File: src/rtl/dir_input_ctrl_if.sv
// Button / pulse bundle between the raw pushbuttons and the snake game core.
// master: the pushbutton side that drives the raw buttons and observes the result.
// slave:  the conditioning block that consumes the buttons and produces pulses.
interface dir_input_ctrl_if;
  // Raw pushbuttons, asynchronous to clk, active-high
  logic       btn_right;
  logic       btn_left;
  logic       btn_down;
  logic       btn_up;
  logic       btn_restart;

  // Accepted one-cycle pulses toward the core
  logic       right;
  logic       left;
  logic       down;
  logic       up;
  logic       restart;

  // Mirrored heading: r=0, u=1, d=2, l=3
  logic [1:0] heading;

  modport master (
    output btn_right, btn_left, btn_down, btn_up, btn_restart,
    input  right, left, down, up, restart, heading
  );

  modport slave (
    input  btn_right, btn_left, btn_down, btn_up, btn_restart,
    output right, left, down, up, restart, heading
  );
endinterface

File: src/rtl/dir_input_ctrl.sv
// Pushbutton conditioning for the snake game core: 2-FF synchronise, debounce,
// detect presses, reject illegal turns and emit one registered pulse per
// accepted event while mirroring the core's heading.
module dir_input_ctrl #(
  parameter int unsigned DEBOUNCE_CYCLES = 1000000
) (
  input logic          clk,
  input logic          reset,
  dir_input_ctrl_if.slave io
);

  localparam int unsigned CNT_W = $clog2(DEBOUNCE_CYCLES);
  localparam int unsigned NBTN  = 5;

  // Button index map shared by every per-button vector below
  localparam int unsigned B_RIGHT   = 0;
  localparam int unsigned B_LEFT    = 1;
  localparam int unsigned B_DOWN    = 2;
  localparam int unsigned B_UP      = 3;
  localparam int unsigned B_RESTART = 4;

  localparam logic [CNT_W-1:0] CNT_LAST = CNT_W'(DEBOUNCE_CYCLES - 1);

  typedef enum logic [1:0] {
    HD_R = 2'd0,
    HD_U = 2'd1,
    HD_D = 2'd2,
    HD_L = 2'd3
  } heading_t;

  logic [NBTN-1:0]  raw;
  logic [NBTN-1:0]  sync1;
  logic [NBTN-1:0]  sync2;
  logic [NBTN-1:0]  stable;
  logic [NBTN-1:0]  stable_d;
  logic [CNT_W-1:0] cnt [NBTN];
  logic [NBTN-1:0]  press;

  heading_t         heading_q;
  heading_t         heading_n;
  logic [NBTN-1:0]  pulse_q;
  logic [NBTN-1:0]  pulse_n;

  assign raw[B_RIGHT]   = io.btn_right;
  assign raw[B_LEFT]    = io.btn_left;
  assign raw[B_DOWN]    = io.btn_down;
  assign raw[B_UP]      = io.btn_up;
  assign raw[B_RESTART] = io.btn_restart;

  // Two-stage synchroniser; nothing downstream looks at raw
  always_ff @(posedge clk or negedge reset) begin
    if (!reset) begin
      sync1 <= '0;
      sync2 <= '0;
    end else begin
      sync1 <= raw;
      sync2 <= sync1;
    end
  end

  // Per-button debounce: level accepted only after DEBOUNCE_CYCLES consecutive
  // mismatching cycles; any agreeing cycle restarts the count
  always_ff @(posedge clk or negedge reset) begin
    if (!reset) begin
      stable <= '0;
      for (int unsigned i = 0; i < NBTN; i++) begin
        cnt[i] <= '0;
      end
    end else begin
      for (int unsigned i = 0; i < NBTN; i++) begin
        if (sync2[i] == stable[i]) begin
          cnt[i] <= '0;
        end else if (cnt[i] == CNT_LAST) begin
          stable[i] <= sync2[i];
          cnt[i]    <= '0;
        end else begin
          cnt[i] <= cnt[i] + CNT_W'(1);
        end
      end
    end
  end

  // Previous debounced level, for rising-edge (press) detection
  always_ff @(posedge clk or negedge reset) begin
    if (!reset) begin
      stable_d <= '0;
    end else begin
      stable_d <= stable;
    end
  end

  assign press = stable & ~stable_d;

  // Heading state and registered output pulses
  always_ff @(posedge clk or negedge reset) begin
    if (!reset) begin
      heading_q <= HD_R;
      pulse_q   <= '0;
    end else begin
      heading_q <= heading_n;
      pulse_q   <= pulse_n;
    end
  end

  // Arbitration: restart wins, otherwise the highest-priority legal turn
  // (up > down > right > left) for the current axis; illegal presses drop
  always_comb begin
    heading_n = heading_q;
    pulse_n   = '0;
    if (press[B_RESTART]) begin
      pulse_n[B_RESTART] = 1'b1;
      heading_n          = HD_R;
    end else begin
      unique case (heading_q)
        HD_R, HD_L: begin
          if (press[B_UP]) begin
            pulse_n[B_UP] = 1'b1;
            heading_n     = HD_U;
          end else if (press[B_DOWN]) begin
            pulse_n[B_DOWN] = 1'b1;
            heading_n       = HD_D;
          end
        end
        HD_U, HD_D: begin
          if (press[B_RIGHT]) begin
            pulse_n[B_RIGHT] = 1'b1;
            heading_n        = HD_R;
          end else if (press[B_LEFT]) begin
            pulse_n[B_LEFT] = 1'b1;
            heading_n       = HD_L;
          end
        end
        default: begin
          heading_n = HD_R;
        end
      endcase
    end
  end

  assign io.right   = pulse_q[B_RIGHT];
  assign io.left    = pulse_q[B_LEFT];
  assign io.down    = pulse_q[B_DOWN];
  assign io.up      = pulse_q[B_UP];
  assign io.restart = pulse_q[B_RESTART];
  assign io.heading = heading_q;

endmodule

File: src/flat_wrapper.sv
// flat-port wrapper written by rule: the top's interface ports become plain ports
module dir_input_ctrl_flat 
#(
  parameter int unsigned DEBOUNCE_CYCLES = 1000000
)
  (clk, reset, io_btn_right, io_btn_left, io_btn_down, io_btn_up, io_btn_restart, io_right, io_left, io_down, io_up, io_restart, io_heading);
  dir_input_ctrl_if io_i ();
  input logic clk;
  input logic reset;
  input wire logic [$bits(io_i.btn_right)-1:0] io_btn_right;
  input wire logic [$bits(io_i.btn_left)-1:0] io_btn_left;
  input wire logic [$bits(io_i.btn_down)-1:0] io_btn_down;
  input wire logic [$bits(io_i.btn_up)-1:0] io_btn_up;
  input wire logic [$bits(io_i.btn_restart)-1:0] io_btn_restart;
  output wire logic [$bits(io_i.right)-1:0] io_right;
  output wire logic [$bits(io_i.left)-1:0] io_left;
  output wire logic [$bits(io_i.down)-1:0] io_down;
  output wire logic [$bits(io_i.up)-1:0] io_up;
  output wire logic [$bits(io_i.restart)-1:0] io_restart;
  output wire logic [$bits(io_i.heading)-1:0] io_heading;
  assign io_i.btn_right = io_btn_right;
  assign io_i.btn_left = io_btn_left;
  assign io_i.btn_down = io_btn_down;
  assign io_i.btn_up = io_btn_up;
  assign io_i.btn_restart = io_btn_restart;
  assign io_right = io_i.right;
  assign io_left = io_i.left;
  assign io_down = io_i.down;
  assign io_up = io_i.up;
  assign io_restart = io_i.restart;
  assign io_heading = io_i.heading;
  dir_input_ctrl #(.DEBOUNCE_CYCLES(DEBOUNCE_CYCLES)) u_core (.clk(clk), .reset(reset), .io(io_i));
endmodule
File: config.mk
export PLATFORM = sky130hd
export DESIGN_NAME = dir_input_ctrl_flat
export DESIGN_NICKNAME = d
export VERILOG_FILES = /design/src/rtl/dir_input_ctrl_if.sv /design/src/rtl/dir_input_ctrl.sv /design/src/flat_wrapper.sv
export SDC_FILE = /design/constraint.sdc
export NUM_CORES = 1
export LEC_CHECK = 0
export CAP_MARGIN = 30
export CORE_ASPECT_RATIO = 0.9
export CORE_MARGIN = 1
export CORE_UTILIZATION = 50
export CTS_CLUSTER_DIAMETER = 200
export CTS_CLUSTER_SIZE = 8
export DETAILED_ROUTE_END_ITERATION = 8
export HOLD_SLACK_MARGIN = 0.03
export MAX_ROUTING_LAYER = met4
export PLACE_DENSITY = 0.69
export SETUP_SLACK_MARGIN = 0.1
export SYNTH_ARGS = -nofsm -noshare
export SYNTH_HDL_FRONTEND = slang
export SYNTH_SLANG_ARGS = --single-unit
File: constraint.sdc
create_clock -name clk -period 4.15 [get_ports clk]
set_clock_uncertainty 0.2 [all_clocks]
set_input_delay 0.83 -clock clk [delete_from_list [all_inputs] [get_ports clk]]
set_output_delay 0.83 -clock clk [all_outputs]
set_load 0.02 [all_outputs]
==> flow_metrics.tcl, run 1 <==
set metrics [dict create \
    timing.final.crit_share_pct 61.64 \
    grt_pass1_wl_microns 18840 \
    critical-path-top-delay-family "buffers and inverters" \
    clock_sinks 127 \
    die_width_microns 116.5 \
    synth.yosys.seq_area_share_pct 53.82 \
    worst_path_max_delay_cell "sky130_fd_sc_hd__clkdlybuf4s50_1" \
    place_area_sq_mm 0.006237 \
    hold_buffers 0 \
    area_growth_pct 17.08 \
    start_kind "register" \
    numCtsBuffers 17 \
    detailed_place_hpwl_microns 6906 \
    netlist_area_sq_mm 0.005904 \
    clock_tree.htree_level_count 4 \
    layout.cells.most_common_list "sky130_fd_sc_hd__dfrtp_1, sky130_fd_sc_hd__nor2_1, sky130_fd_sc_hd__xnor2_1" \
    fin_crit_ps 2558 \
    critPathRequiredTime_ps 3120 \
    number_of_drc_markers_in_iteration_0 349 \
    number_of_hold_violations_in_the_final_report 0 \
    min_path_type "reg -> reg" \
    floorplan.io_pins 14 \
    maximum_capacitance_violations 0 \
    place_ws_ps 1711 \
    via_count 4240 \
    layout_cells_sized_above_1_pct 8.535 \
    vdd_drop_max_uv 288.5 \
    start_util_pct 51.43 \
    synthDistinctLibCells 44 \
    source_to_sink_clock_delay_at_the_later_pin_of_the_worst_skew_pair_ps 400 \
    die_height_microns 105.1 \
    antenna_found_initial 0 \
    clock_transition_at_path_regs_ps 50 \
    leakagePower_uw 0.002798 \
    placement_rows 37 \
    place.port_buffers 13 \
    critical_path.cell_chain "clkdlybuf4s50_1" \
    unrepaired_setup_endpoints_after_global_routing "false" \
    hold_start "u_core.sync1[0]" \
    synth_edf_count 0 \
    async_reset_ff_share_pct 100.0 \
    yosys_register_bits 127 \
    critical_path.max_fanout 7 \
    clock_root_buffer "sky130_fd_sc_hd__clkbuf_16" \
    coreArea_sq_mm 0.01148 \
    die-area_sq_mm 0.01225 \
    powerDensity_mw_per_mm2 434.4 \
    totalNegativeSetupSlack_ps 0 \
    totalWireLength_microns 10670 \
    clock_tree_from_tritoncts "built" \
    diodes 0 \
    hold-worst-slack_ps 152.9 \
    synth_nets 594 \
    dr_drc_count 0 \
    design_power_total_uw 3003 \
    worst_setup_path_end_kind "output port" \
    maxClockFrequency_mhz 390.9 \
    worstPathBufferInverterCount 1 \
    r2r-start "u_core.cnt[20]" \
    cp_data_arrival_time_ps 1530 \
    slew-limit-headroom_pct 49.81 \
    final_instance_area_sq_mm 0.006913 \
    grt_start_max_net_pins 75 \
    startpoint "u_core.io.heading[1]" \
    timing.setup.critical_path_class "reg -> out" \
    setup_viol_count_final 0 \
    status "finished clean" \
    postSynth.topFlopCell "sky130_fd_sc_hd__dfrtp_1" \
    worst_path_largest_cell_delay_ps 660 \
    wl_per_cell_microns 13.74 \
    grt_ovf 0 \
    post_cts.resized_instances 0 \
    groute.usage.overall_pct 20.17 \
    place_congestion 0.8457 \
    number_of_nets_in_the_layout 620 \
    fin_ws_ps 1592 \
    post_drt_antenna_nets 0 \
    mean_syn_cell_area_sq_um 10.15 \
    synthCells 582 \
    timing_worst_slew_pin_value_ps 748.3 \
    finalMaxSlewViolations 0 \
    synth.yosys.warnings 0 \
    cts_max_path_buffers 2 \
    post_cts_buffers 0 \
    first_global_vias 4256 \
    drt_pass1_iterations 6 \
    vias_per_cell 5.457 \
    layout.cells.most_common "sky130_fd_sc_hd__dfrtp_1" \
]
## cell families after synthesis
logic type | after synthesis | share of synthesized area [%]
xor+xnor | 75 | 11.13
fa+ha+maj | 5 | 1.060
mux | 7 | 1.293
compound gates | 50 | 5.595
flops | 127 | 53.82
buf+inv | 31 | 2.119
simple gates | 287 | 24.98
## where the power goes
part	leakage, uW	switching [uW]	internal (uW)
sequential	0.00174	13.4	1260
clock	0.000322	513	1150
combinational	0.000737	51.3	23.1
total	0.00280	578	2420
## routing by layer
metal  global-route usage [%]  share of wire [%]
met4                    8.590                1.5
met3                    4.872                3.1
met2                    30.01                 47
met1                    26.30                 49
met5                        -                  0
## through the flow
stage               utilization, %  cells
floorplan                        -    582
global route                 60.21    777
CTS                          60.21    777
finish                       60.21    777
global placement             54.23    744
detailed placement           54.33    745
## final cells by class
class	instances	area, sq um
timing repair buffer	17	173.9
clock buffer	23	498.0
sequential	127	3178
multi-input combinational	424	2611
inverter	21	78.83
fill	1000	4568
clock inverter	9	177.7
tap	156	195.2
## registers in the layout (all words and copies together) (netlist names)
name and count:
u_core.stable 5, u_core.cnt 100, u_core.sync1 5, u_core.io.heading 2, u_core.stable_d 5, u_core.pulse_q 5, u_core.sync2 5
## path summary, 6_finish.rpt
check | endpoint | slack (ps) | cells after the start
max | io_heading[1] | 1590 | 1
min | u_core.sync2[0] | 150 | 0
max reg2reg | u_core.stable[3] | 1710 | 5
min reg2reg | u_core.sync2[0] | 150 | 0
max in group asynchronous | u_core.cnt[68] | 2640 | 2
min in group asynchronous | u_core.cnt[14] | 260 | 1
## synthesized netlist by cell type, drive strengths merged (5+ instances only)
| library cell | instances | share of area (%) |
|---|---|---|
| mux2 | 5 | 0.95 |
| a21oi | 19 | 1.6 |
| o31ai | 10 | 1.6 |
| nor2 | 92 | 5.8 |
| or4 | 10 | 1.3 |
| xnor2 | 50 | 7.4 |
| nand2b | 5 | 0.53 |
| nand2 | 36 | 2.3 |
| xor2 | 25 | 3.7 |
| nand3 | 30 | 2.5 |
| and2 | 6 | 0.64 |
| clkbuf | 8 | 0.51 |
| ha | 5 | 1.1 |
| inv | 21 | 1.3 |
| nand4 | 24 | 2.6 |
| dfrtp | 127 | 54 |
| or3 | 11 | 1.2 |
| nor4 | 21 | 2.2 |
| o21ai | 13 | 1.3 |
| nor3 | 24 | 2.0 |
| and3 | 8 | 0.85 |
No activity file was read; power rests on OpenSTA's default activity.
==> run 2, diff against run 1 <==
==> constraint.sdc (replaced) <==
create_clock -name clk -period 2.7 [get_ports clk]
set_clock_uncertainty 0.2 [all_clocks]
set_input_delay 0.54 -clock clk [delete_from_list [all_inputs] [get_ports clk]]
set_output_delay 0.54 -clock clk [all_outputs]
set_load 0.02 [all_outputs]
==> run 2 against run 1 <==
Net effect: sequential power increased by 54%; combinational power increased by 61%; cell count increased by 1.0%; register-to-register slack got worse by 1400 ps; hold slack got worse by 7.8 ps; via count increased by 1.2%; non-clock buffer count increased by 8; utilization decreased by 0.49 points; global-route usage increased by 1.4 points; largest cell class unchanged; clock-buffer cell count increased by 2; critical path depth increased by 3.
==> flow_metrics.tcl, run 2 (synthesis gave the netlist of run 1 again) <==
set metrics [dict create \
    critical_path.max_fanout 6 \
    number_of_nets_in_the_layout 628 \
    powerDensity_mw_per_mm2 616.3 \
    numCtsBuffers 17 \
    detailed_place_hpwl_microns 7320 \
    status "finished clean" \
    start_kind "register" \
    die-area_sq_mm 0.01225 \
    leakagePower_uw 0.002790 \
    fillers 972 \
    layout.cells.most_common_list "sky130_fd_sc_hd__dfrtp_1, sky130_fd_sc_hd__nor2_1, sky130_fd_sc_hd__xnor2_1" \
    floorplan.io_pins 14 \
    slew-limit-headroom_pct 58.67 \
    area_growth_pct 16.13 \
    r2r-start "u_core.cnt[32]" \
    totalWireLength_microns 10960 \
    setup_viol_count_final 0 \
    groute.usage.overall_pct 21.53 \
    start_util_pct 51.43 \
    final_instance_area_sq_mm 0.006857 \
    cp_data_arrival_time_ps 2490 \
    source_to_sink_clock_delay_at_the_later_pin_of_the_worst_skew_pair_ps 410 \
    maxClockFrequency_mhz 416.1 \
    drt_pass1_iterations 5 \
    hold_start "u_core.sync1[1]" \
    die_width_microns 116.5 \
    clock_root_buffer "sky130_fd_sc_hd__clkbuf_16" \
    diodes 0 \
    worst_setup_path_end_kind "register" \
    timing.final.crit_share_pct 89.01 \
    layout_cells_sized_above_1_pct 8.744 \
    post_drt_antenna_nets 0 \
    finish.utilization_pct 59.72 \
    critPathRequiredTime_ps 2790 \
    clock_tree_from_tritoncts "built" \
    dr_drc_count 0 \
    via_count 4291 \
    vdd_drop_max_uv 391.0 \
    grt_ovf 0 \
    finalMaxSlewViolations 0 \
    unrepaired_setup_endpoints_after_global_routing "false" \
    place_area_sq_mm 0.006286 \
    clock_transition_at_path_regs_ps 50 \
    timing.reg2reg.worst_path_depth 4 \
    maximum_capacitance_violations 0 \
    place_congestion 0.8208 \
    regToRegSetupSlack_ps 300 \
    layout.cells.most_common "sky130_fd_sc_hd__dfrtp_1" \
    hold-worst-slack_ps 145.1 \
    number_of_hold_violations_in_the_final_report 0 \
    post_cts_buffers 0 \
    placement_rows 37 \
    grt_pass1_wl_microns 19940 \
    clock_sinks 127 \
    coreArea_sq_mm 0.01148 \
    largest_register_ffs 100 \
    grt_start_max_net_pins 44 \
    first_global_vias 4250 \
    timing_worst_slew_pin_value_ps 614.2 \
    wl_per_cell_microns 13.96 \
    totalNegativeSetupSlack_ps 0 \
    clock_tree.htree_level_count 4 \
    min_path_type "reg -> reg" \
    antenna_found_initial 0 \
    fin_crit_ps 2403 \
    hold-path-cell-count 0 \
    vias_per_cell 5.466 \
    number_of_drc_markers_in_iteration_0 356 \
    place.port_buffers 13 \
    cts_max_path_buffers 2 \
    min_to "u_core.sync2[1]" \
    largest_register "u_core.cnt" \
    timing.setup.critical_path_class "reg -> reg" \
    die_height_microns 105.1 \
    crit-reg2reg-capture "u_core.stable[3]" \
]
[run 2: stage by stage]
stage                     total power (uW)  setup WS, ps  instances
after floorplan                       2034         423.4        582
after global placement                2102         369.1        752
after detailed placement              2107         344.1        752
after CTS                             4280         313.4        785
after global routing                  4398         206.4        785
final                                 4226         296.8        785
[run 2: how the worst max path moves through the flow]
stage	from	endpoint	slack, ps
2_1_floorplan	u_core.cnt[32]	u_core.stable[3]	420
5_1_grt	u_core.cnt[32]	u_core.cnt[23]	210
4_1_cts	u_core.cnt[32]	u_core.stable[3]	310
3_3_place_gp	u_core.cnt[32]	u_core.stable[3]	370
3_5_place_dp	u_core.cnt[32]	u_core.cnt[35]	340
6_report	u_core.cnt[32]	u_core.stable[3]	300
[run 2: layer usage]
metal,global-route usage [%],routed length (microns),vias to the layer above
li1,-,-,2116
met4,7.776,99,0
met5,-,0,-
met2,30.90,5091,83
met3,6.265,427,8
met1,28.94,5339,2084
[run 2: critical path, stage by stage (launching register included)]
cell	delay (ps)
sky130_fd_sc_hd__dfrtp_1	430
sky130_fd_sc_hd__or4b_1	540
sky130_fd_sc_hd__or4_4	520
sky130_fd_sc_hd__nor2_1	220
sky130_fd_sc_hd__mux2_2	360
[run 2: timing repair]
action / in CTS / in global routing
hold buffers: 1 / 0
gates resized for setup: 0 / 0
hold endpoints to repair: 23 / 0
[run 2: final cells by class]
class                           instances  area [sq um]  share of cell area, %
Multi-Input combinational cell        424          2611                  38.08
Timing Repair Buffer                   25         232.7                  3.394
Clock inverter                          7         85.08                  1.241
Tap cell                              156         195.2                  2.847
Sequential cell                       127          3178                  46.35
Clock buffer                           25         475.5                  6.934
Inverter                               21         78.83                  1.150
[run 2: power breakdown]
| group | switching, uW | total [uW] | leakage, uW | internal [uW] |
|---|---|---|---|---|
| clock network | 755 | 2150 | 0.000279 | 1400 |
| registers | 21.0 | 1950 | 0.00174 | 1930 |
| logic | 79.7 | 120 | 0.000773 | 40.5 |
| total | 856 | 4230 | 0.00279 | 3370 |
